<file path="src/rtl/mem_port_arbiter.sv">
// mem_port_arbiter: shares one memory port between instruction fetch and
// load/store. One transaction is in flight at a time. The memory-side request
// is registered and held until ack. A watchdog aborts transactions that are
// never acknowledged.
//
// state | meaning
// IDLE  | no transaction in flight; a pending request is granted this cycle
// BUSY  | o_mem_* held stable, waiting for i_mem_ack or watchdog expiry
`timescale 1ns/1ps
module mem_port_arbiter #(
    parameter int ADDR_W    = 32,
    parameter int DATA_W    = 32,
    parameter int DATA_PRIO = 0,
    parameter int TIMEOUT   = 16
) (
    input  logic                i_clk,
    input  logic                i_reset,
    input  logic                i_if_req,
    input  logic [ADDR_W-1:0]   i_if_addr,
    output logic                o_if_gnt,
    output logic                o_if_rvalid,
    input  logic                i_d_req,
    input  logic                i_d_we,
    input  logic [ADDR_W-1:0]   i_d_addr,
    input  logic [DATA_W-1:0]   i_d_wdata,
    input  logic [DATA_W/8-1:0] i_d_be,
    output logic                o_d_gnt,
    output logic                o_d_rvalid,
    output logic [DATA_W-1:0]   o_rdata,
    output logic                o_err,
    output logic                o_mem_req,
    output logic                o_mem_we,
    output logic [ADDR_W-1:0]   o_mem_addr,
    output logic [DATA_W-1:0]   o_mem_wdata,
    output logic [DATA_W/8-1:0] o_mem_be,
    input  logic                i_mem_ack,
    input  logic [DATA_W-1:0]   i_mem_rdata,
    output logic                o_busy
);

    localparam int BE_W  = DATA_W / 8;
    localparam int CNT_W = (TIMEOUT > 1) ? $clog2(TIMEOUT) : 1;
    localparam logic [CNT_W-1:0] CNT_LAST = (TIMEOUT > 0) ? CNT_W'(TIMEOUT - 1) : '0;

    typedef enum logic {
        IDLE = 1'b0,
        BUSY = 1'b1
    } state_t;

    state_t              state_q;
    logic                owner_q;     // 1 = data port owns the transaction
    logic                last_q;      // 1 = data port won the last grant
    logic [CNT_W-1:0]    cnt_q;
    logic                if_gnt_q, d_gnt_q, if_rvalid_q, d_rvalid_q, err_q;
    logic [DATA_W-1:0]   rdata_q;
    logic                mem_req_q, mem_we_q;
    logic [ADDR_W-1:0]   mem_addr_q;
    logic [DATA_W-1:0]   mem_wdata_q;
    logic [BE_W-1:0]     mem_be_q;

    logic                win_data_d;
    logic                expire_d;

    // Winner selection for the current IDLE cycle; round-robin favours the
    // port that did not win last time.
    always_comb begin
        win_data_d = i_d_req;
        if (i_d_req && i_if_req) begin
            win_data_d = (DATA_PRIO != 0) ? 1'b1 : ~last_q;
        end
    end

    assign expire_d = (TIMEOUT != 0) && (cnt_q == CNT_LAST);

    // Controller FSM with all outputs registered.
    always_ff @(posedge i_clk or posedge i_reset) begin
        if (i_reset) begin
            state_q     <= IDLE;
            owner_q     <= 1'b0;
            last_q      <= 1'b0;
            cnt_q       <= '0;
            if_gnt_q    <= 1'b0;
            d_gnt_q     <= 1'b0;
            if_rvalid_q <= 1'b0;
            d_rvalid_q  <= 1'b0;
            err_q       <= 1'b0;
            rdata_q     <= '0;
            mem_req_q   <= 1'b0;
            mem_we_q    <= 1'b0;
            mem_addr_q  <= '0;
            mem_wdata_q <= '0;
            mem_be_q    <= '0;
        end else begin
            if_gnt_q    <= 1'b0;
            d_gnt_q     <= 1'b0;
            if_rvalid_q <= 1'b0;
            d_rvalid_q  <= 1'b0;
            err_q       <= 1'b0;
            case (state_q)
                IDLE: begin
                    if (i_if_req || i_d_req) begin
                        state_q   <= BUSY;
                        owner_q   <= win_data_d;
                        last_q    <= win_data_d;
                        cnt_q     <= '0;
                        mem_req_q <= 1'b1;
                        if (win_data_d) begin
                            mem_addr_q  <= i_d_addr;
                            mem_we_q    <= i_d_we;
                            mem_wdata_q <= i_d_wdata;
                            mem_be_q    <= i_d_be;
                            d_gnt_q     <= 1'b1;
                        end else begin
                            mem_addr_q  <= i_if_addr;
                            mem_we_q    <= 1'b0;
                            mem_wdata_q <= '0;
                            mem_be_q    <= '1;
                            if_gnt_q    <= 1'b1;
                        end
                    end
                end
                BUSY: begin
                    cnt_q <= cnt_q + 1'b1;
                    // Ack takes precedence over a simultaneous watchdog expiry.
                    if (i_mem_ack) begin
                        state_q     <= IDLE;
                        mem_req_q   <= 1'b0;
                        mem_we_q    <= 1'b0;
                        if_rvalid_q <= ~owner_q;
                        d_rvalid_q  <= owner_q;
                        rdata_q     <= mem_we_q ? '0 : i_mem_rdata;
                    end else if (expire_d) begin
                        state_q     <= IDLE;
                        mem_req_q   <= 1'b0;
                        mem_we_q    <= 1'b0;
                        if_rvalid_q <= ~owner_q;
                        d_rvalid_q  <= owner_q;
                        rdata_q     <= '0;
                        err_q       <= 1'b1;
                    end
                end
                default: state_q <= IDLE;
            endcase
        end
    end

    assign o_if_gnt    = if_gnt_q;
    assign o_d_gnt     = d_gnt_q;
    assign o_if_rvalid = if_rvalid_q;
    assign o_d_rvalid  = d_rvalid_q;
    assign o_err       = err_q;
    assign o_rdata     = rdata_q;
    assign o_mem_req   = mem_req_q;
    assign o_mem_we    = mem_we_q;
    assign o_mem_addr  = mem_addr_q;
    assign o_mem_wdata = mem_wdata_q;
    assign o_mem_be    = mem_be_q;
    assign o_busy      = (state_q == BUSY);

endmodule

</file>
<file path="config.mk">
export PLATFORM = sky130hd
export DESIGN_NAME = mem_port_arbiter
export DESIGN_NICKNAME = d
export VERILOG_FILES = /design/src/rtl/mem_port_arbiter.sv
export SDC_FILE = /design/constraint.sdc
export NUM_CORES = 1
export LEC_CHECK = 0
export CAP_MARGIN = 10
export CELL_PAD_IN_SITES_DETAIL_PLACEMENT = 0
export CELL_PAD_IN_SITES_GLOBAL_PLACEMENT = 2
export CORE_MARGIN = 1.5
export CORE_UTILIZATION = 21
export DETAILED_ROUTE_END_ITERATION = 6
export HOLD_SLACK_MARGIN = 0.02
export PLACE_DENSITY_LB_ADDON = 0.1
export SKIP_CTS_REPAIR_TIMING = 1
export SLEW_MARGIN = 20
export SYNTH_ARGS = -nofsm -noshare
export SYNTH_HDL_FRONTEND = slang
export SYNTH_SLANG_ARGS = --single-unit
</file>
<file path="constraint.sdc">
create_clock -name i_clk -period 4.02 [get_ports i_clk]
set_input_delay 0.804 -clock i_clk [delete_from_list [all_inputs] [get_ports i_clk]]
set_output_delay 0.804 -clock i_clk [all_outputs]
set_load 0.05 [all_outputs]
</file>
==> results.ini <==
[status]
status = finished clean

[setup_path]
crit_fanout = 12
max_stage_delay_ns = 0.93
critPathKind = flop to primary output
path_cells = clkdlybuf4s50_1
critPathLaunchType = flop
r2r-start = o_busy
reg2regPathDepth = 5
endpoint_kind = primary output
r2r_end = o_mem_wdata[4]
crit_buf_inv = 1
crit_slowest_cell = clkdlybuf4s50_1
crit_family = buffers and inverters
worstPathRequired_ns = 3.22
reg2reg_setup_slack_ns = 1.92
arrival_ns = 1.97

[timing]
fin_skew_ns = 0.007812
slew-limit-headroom = 0.5459
worstMarginPinSlew_ns = 0.6794
period_share = 0.6889
fmax_mhz = 361.1
hold_violations = 0
setup_viol = 0
slew_violations = 0
tns_ns = 0
rsz0062_at_grt = false
period_needed_ns = 2.769

[logic_synthesis]
synth-compound-area-share = 0.2325
synth_area_leaders = dfrtp_1, a22o_1, a221o_1
synth_seq_cells = 113
yosysSeqAreaShare = 0.6576
synth_simple_gate_area_frac = 0.06779
synth_cells = 307
synth_adder_area_share = 0.002910
synth.mux.area_fraction = 0
synth_top_family_by_area = compound AO/OA/AOI/OAI gates
synthXorXnorAreaFrac = 0.002037
yosys.area.top_type = dfrtp_1
yosysUniqueCellTypes = 27
ys_warn_count = 0
synth.top_cell.area_share = 0.6576
synthesis.area_mm2 = 0.004300
syn_nets = 446
syn_area_per_cell_um2 = 14.01

[drt]
vias = 3583
routed_wl_um = 14350
drt-pass1-iter-count = 4
ant_nets = 0
drtIter0Drc = 126
routedWlPerCell_um = 17.17
via_per_inst = 4.286
drc = 0

[cells_and_area]
n_antenna_cell = 0
finalInstanceArea_mm2 = 0.007629
num-nets-final = 693
drive_above_1_share = 0.07951
areaGrowthSynthToFinish_pct = 77.39

[floorplanning]
die_width_um = 146.1
ioPinCount = 246
start_util = 0.2132
die_y_um = 146.1
core_area_mm2 = 0.02017
rows = 52
dieArea_mm2 = 0.02135

[global_route]
gr-total-overflow = 0
grt_max_degree = 114
use_met1 = 0.1617
track_usage = 0.1380
grt_pass1_wl_um = 22560
antenna_found_initial = 0
grt_util_met3 = 0.08281
grtUsageMet2 = 0.2124
top_usage_layer = met2
grt_pass1_vias = 3970

[clock_tree]
clockRootBuffer = clkbuf_16
clkSinkCount = 113
clk_pin_slew_worst_paths_ns = 0.06
clk_latency_ns = 0.41
tritoncts.num_buffers = 17
ctsHtreeMaxLevel = 4
clockBufferDepth = 2
cts_tree = built

[placement]
port_buffers = 245
dpl.hpwl_um = 9828
gp_congestion = 0.6921
place_area_mm2 = 0.007049

[hold_path]
min_path_cells = 1
hold_end = o_if_rvalid
hp-class = flop to flop
min_from = last_q

[power_and_ir_drop]
p_leak_nw = 3.216
peakVddDrop_mv = 0.3088
powerDensity_mw_per_mm2 = 810.7

[flow_run]
drv_cap = 0

## area by class of cell
type	instances	area, um2
fill	1972	12540
sequential	113	2828
timing repair buffer	253	2525
multi-input combinational	164	1338
inverter	5	21.27
clock inverter	11	112.6
clock buffer	20	466.7
tap	270	337.8
## cells in the mapped netlist (all sizes together)
cell type,n
dfrtp,113
a22o,66
a221o,32
and2,32
buf,18
clkbuf,7
nand2,7
inv,5
nor2,4
o21ai,4
o22a,4
a21o,2
nand3,2
nor3,2
a211oi,1
a21oi,1
a31oi,1
ha,1
nand2b,1
nor2b,1
nor3b,1
o21bai,1
xor2,1
## through the flow
stage	utilization	std cells	setup slack [ns]	power (mW)	hold slack, ns
CTS	0.3782	836	1.221	6.273	0.4633
global placement	0.3495	805	1.233	4.735	0.4675
finish	0.3782	836	1.251	6.185	0.4577
floorplan	-	307	0.2286	3.635	0.4254
detailed placement	0.3495	805	1.171	4.737	0.4615
global route	0.3782	836	1.128	6.480	0.4745
## sequential cells by signal, indices dropped and copies added (netlist names)
| name | flops |
|---|---|
| o_mem_addr | 32 |
| o_mem_wdata | 32 |
| o_rdata | 32 |
| cnt_q | 4 |
| o_mem_be | 4 |
| last_q | 1 |
| o_busy | 1 |
| o_d_gnt | 1 |
| o_d_rvalid | 1 |
| o_err | 1 |
| o_if_gnt | 1 |
| o_if_rvalid | 1 |
| o_mem_req | 1 |
| o_mem_we | 1 |
## cells in the final DEF, fill, tap and decap left out, types with 2 or more instances in the layout
master and n:
a221o_1 32, a21o_1 2, a22o_1 66, clkinvlp_4 3, o22a_1 4, clkbuf_16 17
inv_1 3, o21ai_0 4, clkinv_2 6, nor2_1 4, buf_4 7, clkbuf_8 3
bufinv_16 2, dfrtp_1 113, and2_0 22, nor3_1 2, nand2_1 7, clkdlybuf4s50_1 245
and2_1 10
## power by group
group	leakage [nW]	total [mW]	internal [mW]	switching, mW
Sequential	1.42	1.75	1.53	0.226
Combinational	1.51	2.95	1.08	1.87
Clock	0.283	1.48	0.950	0.531
Total	3.22	6.18	3.56	2.63
## how the worst max path moves through the flow
stage | depth (start not counted) | slack (ns) | from | endpoint
final | 1 | 1.25 | o_busy | o_busy
after global placement | 5 | 1.23 | i_d_req | o_mem_wdata[4]
after floorplan | 1 | 0.23 | i_reset | cnt_q[0]
after CTS | 1 | 1.22 | o_busy | o_busy
after global routing | 1 | 1.13 | o_busy | o_busy
after detailed placement | 5 | 1.17 | i_d_req | o_mem_wdata[19]
## per-layer routing
| metal | part of all wire | vias to the layer above |
|---|---|---|
| li1 | - | 1662 |
| met1 | 0.42 | 1748 |
| met2 | 0.46 | 162 |
| met3 | 0.11 | 11 |
| met4 | 0.0091 | 0 |
| met5 | 0 | - |
## cell families after synthesis
group	after synthesis
xor+xnor	1
flops	113
simple gates	50
compound gates	112
fa+ha+maj	1
buf+inv	30
Note: power is estimated with default switching activity, not from simulation.
